$ cat src/rtl/exu_disp_ctrl.sv
// rtl/exu_disp_ctrl.sv - dispatch scheduler with in-order OITF hazard tracking (optional EXU_DISP_RET_BYPASS_EN)
module exu_disp_ctrl #(
    parameter int OITF_DEPTH  = 2,
    parameter int RFIDX_WIDTH = 5,
    parameter int ITAG_WIDTH  = 1
) (
    input  logic                   clk,
    input  logic                   rst,
    input  logic                   i_valid,
    output logic                   i_ready,
    input  logic                   dec_rs1en,
    input  logic                   dec_rs2en,
    input  logic                   dec_rdwen,
    input  logic [RFIDX_WIDTH-1:0] dec_rs1idx,
    input  logic [RFIDX_WIDTH-1:0] dec_rs2idx,
    input  logic [RFIDX_WIDTH-1:0] dec_rdidx,
    input  logic                   dec_longp,
    output logic                   disp_valid,
    input  logic                   disp_ready,
    output logic [ITAG_WIDTH-1:0]  disp_itag,
    input  logic                   longp_wbck_valid,
    input  logic [ITAG_WIDTH-1:0]  longp_wbck_itag,
    input  logic                   flush_req,
    output logic                   oitf_empty,
    output logic                   oitf_full,
    output logic                   dep_stall,
    output logic                   itag_err
);

    // Pointers carry one extra wrap bit so full and empty are distinguishable.
    localparam logic [ITAG_WIDTH:0] PTR_ONE = {{ITAG_WIDTH{1'b0}}, 1'b1};

    logic [OITF_DEPTH-1:0]  vld_q;
    logic [OITF_DEPTH-1:0]  rdwen_q;
    logic [RFIDX_WIDTH-1:0] rdidx_q [OITF_DEPTH];
    logic [ITAG_WIDTH:0]    alc_ptr_q;
    logic [ITAG_WIDTH:0]    ret_ptr_q;
    logic                   itag_err_q;

    logic                   empty_q;
    logic                   full_q;
    logic                   ret_hit;
    logic                   ret_fire;
    logic                   alc_fire;
    logic                   eff_full;
    logic                   raw1;
    logic                   raw2;
    logic                   waw;
    logic                   dep;
    logic                   block;
    logic [ITAG_WIDTH-1:0]  alc_idx;
    logic [ITAG_WIDTH-1:0]  ret_idx;

    assign alc_idx = alc_ptr_q[ITAG_WIDTH-1:0];
    assign ret_idx = ret_ptr_q[ITAG_WIDTH-1:0];
    assign empty_q = (alc_ptr_q == ret_ptr_q);
    assign full_q  = (alc_idx == ret_idx) && (alc_ptr_q[ITAG_WIDTH] != ret_ptr_q[ITAG_WIDTH]);

    // A retire only counts against a non-empty OITF; a flush in the same cycle discards it.
    assign ret_hit  = longp_wbck_valid & ~empty_q;
    assign ret_fire = ret_hit & ~flush_req;

`ifdef EXU_DISP_RET_BYPASS_EN
    // The retiring head entry frees its slot in the same cycle.
    assign eff_full = full_q & ~ret_hit;
`else
    assign eff_full = full_q;
`endif

    // Hazard match of the decoded operands against every pending long-op destination.
    always_comb begin
        raw1 = 1'b0;
        raw2 = 1'b0;
        waw  = 1'b0;
        for (int i = 0; i < OITF_DEPTH; i++) begin
            logic live;
            live = vld_q[i] & rdwen_q[i];
`ifdef EXU_DISP_RET_BYPASS_EN
            if (ret_hit && (ITAG_WIDTH'(i) == ret_idx)) begin
                live = 1'b0;
            end
`endif
            if (live && dec_rs1en && (rdidx_q[i] == dec_rs1idx)) begin
                raw1 = 1'b1;
            end
            if (live && dec_rs2en && (rdidx_q[i] == dec_rs2idx)) begin
                raw2 = 1'b1;
            end
            if (live && dec_rdwen && (rdidx_q[i] == dec_rdidx)) begin
                waw = 1'b1;
            end
        end
    end

    assign dep   = raw1 | raw2 | waw;
    assign block = dep | flush_req | (dec_longp & eff_full);

    // Zero-cycle pass-through handshake; everything is held quiet while in reset.
    assign disp_valid = ~rst & i_valid & ~block;
    assign i_ready    = ~rst & disp_ready & ~block;
    assign dep_stall  = ~rst & i_valid & dep;
    assign disp_itag  = rst ? '0 : alc_idx;
    assign oitf_empty = rst | empty_q;
    assign oitf_full  = ~rst & full_q;
    assign itag_err   = itag_err_q;

    assign alc_fire = disp_valid & disp_ready & dec_longp;

    // OITF valid bits, pointers and sticky tag error; flush rewinds alloc onto retire.
    always_ff @(posedge clk) begin
        if (rst) begin
            vld_q      <= '0;
            alc_ptr_q  <= '0;
            ret_ptr_q  <= '0;
            itag_err_q <= 1'b0;
        end else if (flush_req) begin
            vld_q     <= '0;
            alc_ptr_q <= ret_ptr_q;
        end else begin
            if (ret_fire) begin
                vld_q[ret_idx] <= 1'b0;
                ret_ptr_q      <= ret_ptr_q + PTR_ONE;
            end
            // Alloc after retire so a bypassed alloc into the retiring slot keeps it valid.
            if (alc_fire) begin
                vld_q[alc_idx] <= 1'b1;
                alc_ptr_q      <= alc_ptr_q + PTR_ONE;
            end
            if (longp_wbck_valid && (empty_q || (longp_wbck_itag != ret_idx))) begin
                itag_err_q <= 1'b1;
            end
        end
    end

    // Entry payload; only meaningful while the matching valid bit is set.
    always_ff @(posedge clk) begin
        if (alc_fire) begin
            rdwen_q[alc_idx] <= dec_rdwen;
            rdidx_q[alc_idx] <= dec_rdidx;
        end
    end

endmodule

$ cat config.mk
export PLATFORM = sky130hd
export DESIGN_NAME = exu_disp_ctrl
export DESIGN_NICKNAME = d
export VERILOG_FILES = /design/src/rtl/exu_disp_ctrl.sv
export SDC_FILE = /design/constraint.sdc
export NUM_CORES = 1
export LEC_CHECK = 0
export BUFFER_PORTS_ARGS = -buffer_cell sky130_fd_sc_hd__buf_4
export CORE_UTILIZATION = 46
export DETAILED_ROUTE_END_ITERATION = 8
export PLACE_DENSITY = 0.77
export SETUP_SLACK_MARGIN = 0.4
export SLEW_MARGIN = 20
export SYNTH_ARGS = -nofsm -noshare
export SYNTH_HDL_FRONTEND = slang
export SYNTH_SLANG_ARGS = --single-unit
$ cat constraint.sdc
create_clock -name clk -period 1.8 [get_ports clk]
set_input_delay 0 -clock clk [delete_from_list [all_inputs] [get_ports clk]]
set_output_delay 0 -clock clk [all_outputs]
set_load 0.005 [all_outputs]
# Word-level counts from Yosys, hierarchy flattened
# Memory sizes are Yosys's and may differ from the RTL's.
# Index checks and enable logic that the tools add are counted.
[op_classes] n_addsub=2 order_cmp=4 n_eq_ne=10 muxes=20 bitwise=25 reduce_logical=21
[op_table] operator="5-bit equality test" count=6
[op_table] operator="1-bit logical AND" count=16
[op_table] operator="1-bit bitwise AND" count=13
[op_table] operator="2-bit two-way mux" count=6
[op_table] operator="1-bit two-way mux" count=11
[op_table] operator="1-bit bitwise OR" count=5
[op_table] operator="2-bit by 1-bit adder with 2-bit output (second input constant)" count=2
[op_table] operator="1-bit by 2-bit less-than comparator with 1-bit output (second input constant)" count=2
[op_table] operator="1-bit inverter" count=4
[op_table] operator="2-bit AND reduction" count=2
[op_table] operator="2-bit bitwise AND" count=1
[op_table] operator="2-bit bitwise mux" count=1
[op_table] operator="1-bit demux with 1-bit select" count=2
[op_table] operator="2-bit equality test" count=1
[op_table] operator="1-bit >= comparator (second input constant)" count=2
[op_table] operator="1-bit != test" count=2
[op_table] operator="2-bit inverter" count=1
[op_table] operator="2-bit bitwise OR" count=1
[op_table] operator="2-bit nonzero test" count=1
[op_table] operator="2-bit OR reduction" count=1
[op_table] operator="1-bit equality test" count=1
[op_table] operator="1-bit logical OR" count=1
[word_totals] reg_bits=9 mem_bits_rw=10 out_inout_bits=7 elab_cells=88 mem_count=1
[mem_list] name="rdidx_q" words=2 width=5 read_ports=2 rd_clocked_by_memory_dff=0 wr=1 line_no="35" source="logic [RFIDX_WIDTH-1:0] rdidx_q [OITF_DEPTH];"

# Depth between registers and ports, before layout
# Gate-level depths: netlist of run 1.
[logic_depth] word_depth=15 depth_mapped=6

# Worst setup path after synthesis of run 1
# Ideal clock, no wire load.
[synth_timing] kind="register -> register" startpoint="reg ret_ptr_q[0]" endpoint="mem rdidx_q[1][0], enable pin" setup_time_ns=0.314 arrival_ns=1.479 required_ns=1.486 path_slack_ns=0.007 path_stages_with_launch=7 period_less_slack_ns=1.793 cell_sequence="dfxtp_1 > xnor2_1 > a31oi_1 > nor4b_2 > nand4_1 > or2_4 > inv_1"
[synth_between] elab_chain_len=10
[synth_lines] element="from (decl)" line_no="37" source="logic [ITAG_WIDTH:0] ret_ptr_q;"
[synth_lines] element="from (signal assigned)" line_no="122" source="ret_ptr_q <= ret_ptr_q + PTR_ONE;"
[synth_lines] element="1-bit equality test" line_no="57" source="assign full_q = (alc_idx == ret_idx) && (alc_ptr_q[ITAG_WIDTH] != ret_ptr_q[ITAG_WIDTH]);"
[synth_lines] element="1-bit logical AND" line_no="57"
[synth_lines] element="1-bit bitwise AND" line_no="96" source="assign block = dep | flush_req | (dec_longp & eff_full);"
[synth_lines] element="1-bit bitwise OR" line_no="96"
[synth_lines] element="1-bit inverter" line_no="99" source="assign disp_valid = ~rst & i_valid & ~block;"
[synth_lines] element="1-bit bitwise AND" line_no="99"
[synth_lines] element="1-bit bitwise AND (2 in a row)" line_no="107" source="assign alc_fire = disp_valid & disp_ready & dec_longp;"
[synth_lines] element="1-bit two-way mux" line_no="137" source="if (alc_fire) begin"
[synth_lines] element="1-bit two-way mux (not written as such)" line_no="139" source="rdidx_q[alc_idx] <= dec_rdidx;"
[synth_lines] element="to (decl)" line_no="35"
# No other way between the ends.

==> summary.md, run 1 <==
| Metric | Value |
|---|---|
| Worst Tran Pin Value | `0.409 ns` |
| Flop and latch count out of synthesis | `19` |
| Slew Limit Fails | `0` |
| Static Leakage | `0.623 nW` |
| Synthesized area per cell | `10.2 sq um` |
| Reg2reg setup slack | `-0.06 ns` |
| Largest net degree at the start of global routing | `14` |
| GR Util met3 | `2.63%` |
| Reg clk slew, reported paths | `0.13 ns` |
| Busiest grt layer | `met2` |
| Number of synthesized flops with an enable pin | `12` |
| Row count | `17` |
| Die width | `52.1 um` |
| Layout Nets | `194` |
| Routability cong. | `0.947` |
| Initial antenna violation count | `0` |
| Final period utilization | `104%` |
| Crit path from | `rdidx_q[1][4]$_DFFE_PP_` |
| Vias in the first global route | `1,020` |
| Mapped Nets | `139` |
| Post-route DRC | `0` |
| Minimum clock period | `1.87 ns` |
| R2r startpoint | `rdidx_q[0][0]$_DFFE_PP_` |
| Ys Warns | `0` |
| Clk buf depth | `2` |
| Top-area cell type share of the netlist area | `31.2%` |
| Peak Freq | `535 MHz` |
| Placed cells | `183` |
| Worst R2R Path Depth | `6` |
| PortBufs | `32` |
| Top FF cell, synth | `edfxtp_1` |
| DIE AREA | `2710 sq um` |
| CTS sink cnt | `19` |
| R2r endpoint | `alc_ptr_q[1]$_SDFFE_PP0P_` |
| Met1 usage | `37.0%` |
| Post-synth top area cell | `edfxtp_1` |
| WP data required | `1.80 ns` |
| Root cell of the clock tree | `clkbuf_4` |
| Commonest cells in the netlist | `xnor2_1 (33), nand4_1 (14), edfxtp_1 (12), nor2_1 (10), dfxtp_1 (7)` |
| Worst path arrival time | `1.87 ns` |
| I/O pin count | `33` |
| Post-Syn Area | `1150 sq um` |
| GRT Util Overall | `25.0%` |
| Crit Path Class | `flop to output port` |
| Vias | `1,062` |
| Final setup TNS | `-0.420 ns` |
| Crit-path max FO | `3` |
| Vias/cell | `5.45` |
| Worst IR Drop VDD | `0.000527 V` |
| CTS tree | `built` |
| Gate count of the mapped netlist | `113` |
| Die Y | `52.1 um` |
| Skew-Pair Late Insertion Delay | `0.30 ns` |
| Clock skew | `0.0114 ns` |
| Final cell count without fillers | `195` |
| Layout area overhead | `49.9%` |
| Total Wirelength | `3.19 mm` |
| Netlist cell types | `25` |
| FFs w/ async S/R, synth | `0%` |
| Initial Util | `50.2%` |
| Fin Hold WS | `-0.0140 ns` |
| TritonRoute pass-1 iters | `4` |
| RSZ-0062 raised after global routing | `yes` |
| MaxCap Viol Count | `0` |
| Fin. Hold Viols | `3` |
| Hpwl dp | `2.25 mm` |
| GRT met2 Usage | `38.9%` |
| Post-DRT Antenna Nets | `0` |
| Outcome | `complete, but fails checks` |
| Synth area leaders | `edfxtp_1 (31%), xnor2_1 (25%), dfxtp_1 (12%), nand4_1 (7.6%), nor2_1 (3.3%)` |
| Most numerous cell in the Yosys netlist | `xnor2_1` |
| Share of layout cells above drive strength 1 | `40.1%` |
| TritonCTS Buffers | `3` |
| # diodes | `0` |
| DRT iter0 DRCs | `72` |
| Failing checks | `hold timing, setup timing` |
| Register area share after synthesis | `43.4%` |
| Worst Hold Class | `primary input to flop` |
| Final worst slack | `-0.0676 ns` |
| Gr ovfl total | `0` |
| Worst Setup Start Kind | `flop` |
| First-pass GRT wire length | `4.88 mm` |
| Pwr Density | `537 nW/um^2` |
| Detailed-route wire length per cell | `16.4 um` |
| Critical Path End Type | `output port` |
| Critical path endpoint | `dep_stall` |
| H-Tree Depth | `1` |
| Setup violators final | `14` |
| CP peak stage delay | `0.50 ns` |
| Rel. slew slack | `72.5%` |
| CP max-delay cell | `edfxtp_1` |
| Fin util | `75.3%` |
| Critical path cell sequence | `xnor2_1, nand4_1, o22a_1, buf_6, a311oi_2, buf_4` |
| Core footprint | `2300 sq um` |
==> power by group <==
group | internal (W) | total [W] | switching [W]
Combinational | 0.000122 | 0.000218 | 0.0000956
Clock | 0.0000845 | 0.000232 | 0.000147
Sequential | 0.000471 | 0.000479 | 0.00000736
Total | 0.000678 | 0.000929 | 0.000250
==> worst min-delay path by stage <==
stage | start | endpoint | slack (ns) | cells past startpoint
floorplan | dec_rdidx[0] | rdidx_q[0][0]$_DFFE_PP_ | 0.1 | 0
finish | rst | ret_ptr_q[0]$_SDFFE_PP0P_ | -0.01 | 2
CTS | rst | ret_ptr_q[0]$_SDFFE_PP0P_ | -0.02 | 2
detailed placement | dec_rdwen | rdwen_q[1]$_DFFE_PP_ | 0.22 | 1
global route | rst | ret_ptr_q[0]$_SDFFE_PP0P_ | 0.007 | 2
global placement | dec_rdwen | rdwen_q[1]$_DFFE_PP_ | 0.21 | 1
==> through the flow <==
stage	hold WS [ns]	setup WS, ns	cell area [sq um]	power, W
floorplan	0.0989	0.0749	1170	0.000569
global placement	0.215	0.0416	1520	0.000667
detailed placement	0.219	0.0492	1520	0.000670
CTS	-0.0243	-0.0438	1650	0.000913
global route	0.00701	-0.198	1730	0.000959
finish	-0.0140	-0.0676	1730	0.000929
==> flip-flops by register name (all words and copies together), names as in the netlist <==
name and count:
rdidx_q 10, alc_ptr_q 2, rdwen_q 2, ret_ptr_q 2
vld_q 2, itag_err 1
==> layer usage <==
layer,up-vias,wire length (um)
li1,514,-
met1,508,1550
met2,38,1460
met3,2,166
met4,0,16
met5,-,0
==> timing repair <==
item / 4_1_cts / 5_1_grt
buffers inserted: 0 / 1
endpoints found under the hold margin: 16 / 1
endpoints found under the setup margin: 20 / 20
pin swaps: 9 / 15
gates resized for setup: 10 / 8
hold buffers: 6 / 1
==> layout make-up <==
| type | instances | area (sq um) |
|---|---|---|
| Fill cell | 159 | 568 |
| Timing Repair Buffer | 51 | 412 |
| Multi-Input combinational cell | 88 | 726 |
| Sequential cell | 19 | 503 |
| Clock buffer | 3 | 22.5 |
| Tap cell | 28 | 35.0 |
| Clock inverter | 1 | 7.51 |
| Inverter | 5 | 23.8 |
==> cell families after synthesis <==
group,after synthesis,synth area share [%]
DFF,19,43.4
and+or+nand+nor,38,18.1
buffers and inverters,6,1.95
AOI/OAI and AO/OA,15,9.98
xor gates and xnor gates,35,26.6
==> cells in the final DEF (no fill, tap or decap), drive strengths merged <==
| cell type | synthesis | routed |
|---|---|---|
| and3 | 1 | 1 |
| clkbuf | 1 | 3 |
| nand2 | 6 | 6 |
| nor2b | 1 | 1 |
| a21o | 1 | 1 |
| or2 | 1 | 1 |
| a31oi | 1 | 1 |
| nor3b | 1 | 1 |
| dlygate4sd3 | 0 | 7 |
| nor4b | 1 | 1 |
| a2111oi | 1 | 1 |
| nor3 | 2 | 2 |
| o21a | 1 | 1 |
| a21oi | 4 | 4 |
| dfxtp | 7 | 7 |
| xnor2 | 33 | 33 |
| a211oi | 1 | 1 |
| a311oi | 1 | 1 |
| buf | 0 | 44 |
| nor2 | 10 | 10 |
| xor2 | 2 | 2 |
| a21boi | 2 | 2 |
| o22a | 3 | 3 |
| nand4 | 14 | 14 |
| inv | 5 | 5 |
| nand2b | 1 | 1 |
| clkinvlp | 0 | 1 |
| edfxtp | 12 | 12 |
==> critical path, delay by kind of cell, from the launching register on <==
kind,cells,cell delay [ns]
AOI/OAI and AO/OA,2,0.47
xor gates and xnor gates,1,0.19
buffers and inverters,2,0.28
DFF,1,0.50
and+or+nand+nor,1,0.13
(Power assumes the default switching activity.)
==> run 2, diff against run 1 <==
--- a/config.mk
+++ b/config.mk
@@ -14,3 +14,4 @@
 export SYNTH_ARGS = -nofsm -noshare
 export SYNTH_HDL_FRONTEND = slang
 export SYNTH_SLANG_ARGS = --single-unit
+export TNS_END_PERCENT = 30
==> run 2 against run 1 <==
- the run ends with setup timing left
- power increased by 1.5%
- wire length is 4.7% higher
- clock power is 6% higher
- setup slack worse by 0.013 ns
- design area down 0.14%
- global-route usage rose by 2.7 points
==> summary.md, run 2 (synthesis gave the netlist of run 1 again) <==
| Metric | Value |
|---|---|
| Sequential standard cell area | `503 sq um (unchanged)` |
| Worst path arrival time | `2.11 ns (+0.24 ns)` |
| Skew-Pair Late Insertion Delay | `0.33 ns (+0.03 ns)` |
| # diodes | `0 (unchanged)` |
| Worst Setup Start Kind | `flop` |
| Fin Hold WS | `0.0397 ns (+0.0537 ns)` |
| Rel. slew slack | `75.7% (+3.2 points)` |
| Root cell of the clock tree | `clkbuf_4` |
| Worst Hold Depth | `3 (+1)` |
| Clk buf depth | `2 (unchanged)` |
| Detailed-route wire length per cell | `17.2 um (+5.2%)` |
| Largest net degree at the start of global routing | `14 (unchanged)` |
| Failing checks | `setup timing` |
| Crit Path Class | `flop to flop` |
| MaxCap Viol Count | `0 (unchanged)` |
| TritonRoute pass-1 iters | `6 (+2)` |
| Total Wirelength | `3.34 mm (+4.7%)` |
| H-Tree Depth | `1 (unchanged)` |
| Clock skew | `0.0142 ns (+0.00281 ns)` |
| Outcome | `complete, but fails checks` |
| Slew Limit Fails | `0 (unchanged)` |
| Static Leakage | `0.638 nW (+2.4%)` |
| Initial antenna violation count | `0 (unchanged)` |
| CTS sink cnt | `19 (unchanged)` |
| Reg2reg setup slack | `-0.08 ns (-0.02 ns)` |
| Post-route cell area | `1730 sq um (-0.14%)` |
| First-pass GRT wire length | `5.28 mm (+8.2%)` |
| Minimum clock period | `1.88 ns (+0.0131 ns)` |
| Worst Tran Pin Value | `0.362 ns (-0.0473 ns)` |
| CTS tree | `built` |
| PortBufs | `32 (unchanged)` |
| Critical Path End Type | `flop` |
| Setup violators final | `17 (+3)` |
| Multi-input logic area | `738 sq um (+1.7%)` |
| Max FFs per register | `10 (unchanged)` |
| TritonCTS Buffers | `3 (unchanged)` |
| Routability cong. | `0.920 (-2.8%)` |
| Core footprint | `2300 sq um (unchanged)` |
| Top reg by flops | `rdidx_q` |
| Peak Freq | `532 MHz (-0.70%)` |
| RSZ-0062 raised after global routing | `yes` |
| Most common cell after layout, fill and taps aside | `buf_4` |
| Post-DRT Antenna Nets | `0 (unchanged)` |
| Crit path from | `rdidx_q[1][0]$_DFFE_PP_` |
| Min-delay src | `rst` |
| WP data required | `2.03 ns (+0.23 ns)` |
| Share of layout cells above drive strength 1 | `41.0% (+0.84 points)` |
| R2r endpoint | `alc_ptr_q[1]$_SDFFE_PP0P_` |
| Reg clk slew, reported paths | `0.11 ns (-0.02 ns)` |
| Final period utilization | `104% (+0.73 points)` |
| R2r startpoint | `rdidx_q[1][0]$_DFFE_PP_` |
| Pwr Density | `546 nW/um^2 (+1.6%)` |
| Fin. Hold Viols | `0 (-3)` |
| DRT iter0 DRCs | `34 (-53%)` |
| Vias | `1,091 (+2.7%)` |
| Crit-path max FO | `3 (unchanged)` |
| Layout Nets | `193 (-0.52%)` |
| I/O pin count | `33 (unchanged)` |
| Row count | `17 (unchanged)` |
| Vias in the first global route | `1,148 (+13%)` |
| Final worst slack | `-0.0807 ns (-0.0131 ns)` |
| GRT Util Overall | `27.7% (+2.7 points)` |
| Worst Hold Class | `primary input to flop` |
| Area after DPL | `1500 sq um (-1.5%)` |
| Post-route DRC | `0 (unchanged)` |
| Die Y | `52.1 um (unchanged)` |
| Hpwl dp | `2.29 mm (+1.8%)` |
| Layout area overhead | `49.7%` |
| Hold EP | `vld_q[0]$_SDFF_PP0_` |
| DIE AREA | `2710 sq um (unchanged)` |
| Gr ovfl total | `0 (unchanged)` |
| # fillers | `154 (-3.1%)` |
| Die width | `52.1 um (unchanged)` |
| Vias/cell | `5.62 (+3.3%)` |
| Most frequent cells in the layout | `buf_4 (41), xnor2_1 (24), nand4_1 (14), edfxtp_1 (12)` |
| Initial Util | `50.2% (unchanged)` |
| Worst IR Drop VDD | `0.000528 V (+0.16%)` |
| Worst R2R Path Depth | `7 (+1)` |
==> run 2: cell types whose count changed in the layout (fill, tap and decap cells not counted), sizes merged <==
cell,before,now
buf,44,42
dlygate4sd3,7,8
==> run 2: cell type report <==
| class | count | share of cell area (%) |
|---|---|---|
| multi-input combinational | 88 | 42.8 |
| inverter | 5 | 1.23 |
| clock inverter | 1 | 0.435 |
| timing repair buffer | 50 | 23.1 |
| tap | 28 | 2.03 |
| clock buffer | 3 | 1.30 |
| sequential | 19 | 29.1 |
==> run 2: worst max path at each step <==
stage	to	slack, ns	depth (start not counted)
after floorplan	rdidx_q[1][0]$_DFFE_PP_	0.07	6
after global placement	rdidx_q[1][1]$_DFFE_PP_	-0.004	6
after detailed placement	rdidx_q[1][1]$_DFFE_PP_	-0.009	6
after CTS	dep_stall	-0.03	6
after global routing	alc_ptr_q[1]$_SDFFE_PP0P_	-0.16	7
final	alc_ptr_q[1]$_SDFFE_PP0P_	-0.08	7
==> run 2: repair_timing <==
item / 4_1_cts / 5_1_grt
pin swaps: 13 / 3
buffers inserted: 2 / 0
endpoints found under the hold margin: 17 / 4
cloned: 0 / 0
hold buffers: 7 / 1
endpoints found under the setup margin: 20 / 20
resized for setup: 9 / 6
==> run 2: critical path, cell delays in order, from the launching register on <==
cell and delay (ns):
edfxtp_1 0.51, xnor2_2 0.23, nand4_1 0.16, o22a_1 0.26, nand4_1 0.15, buf_4 0.14
nor3_1 0.06, a2111oi_4 0.27
==> run 2: through the flow <==
step	worst slack, ns	TNS, ns	util [%]	std cells	power, W
2_1_floorplan	0.0749	0	-	113	0.000569
3_3_place_gp	-0.00429	-0.0253	65.3	180	0.000662
3_5_place_dp	-0.00852	-0.0532	65.3	180	0.000666
4_1_cts	-0.0291	-0.154	73.0	193	0.000926
5_1_grt	-0.161	-2.40	75.2	194	0.000976
6_report	-0.0807	-1.10	75.2	194	0.000942
==> run 2: metal layers <==
layer	share of wire (%)	GRT usage (%)	vias up	wire length (um)
met5	0	0	-	0
met4	2.7	14.0	0	89
met3	6.9	9.06	11	230
met2	48	43.4	50	1590
met1	43	33.5	521	1440
li1	-	-	509	-
==> run 2: power breakdown <==
group / internal [W] / switching, W / total [W]
clock network: 0.0000853 / 0.000160 / 0.000246
registers: 0.000471 / 0.00000933 / 0.000481
logic: 0.000122 / 0.0000940 / 0.000216
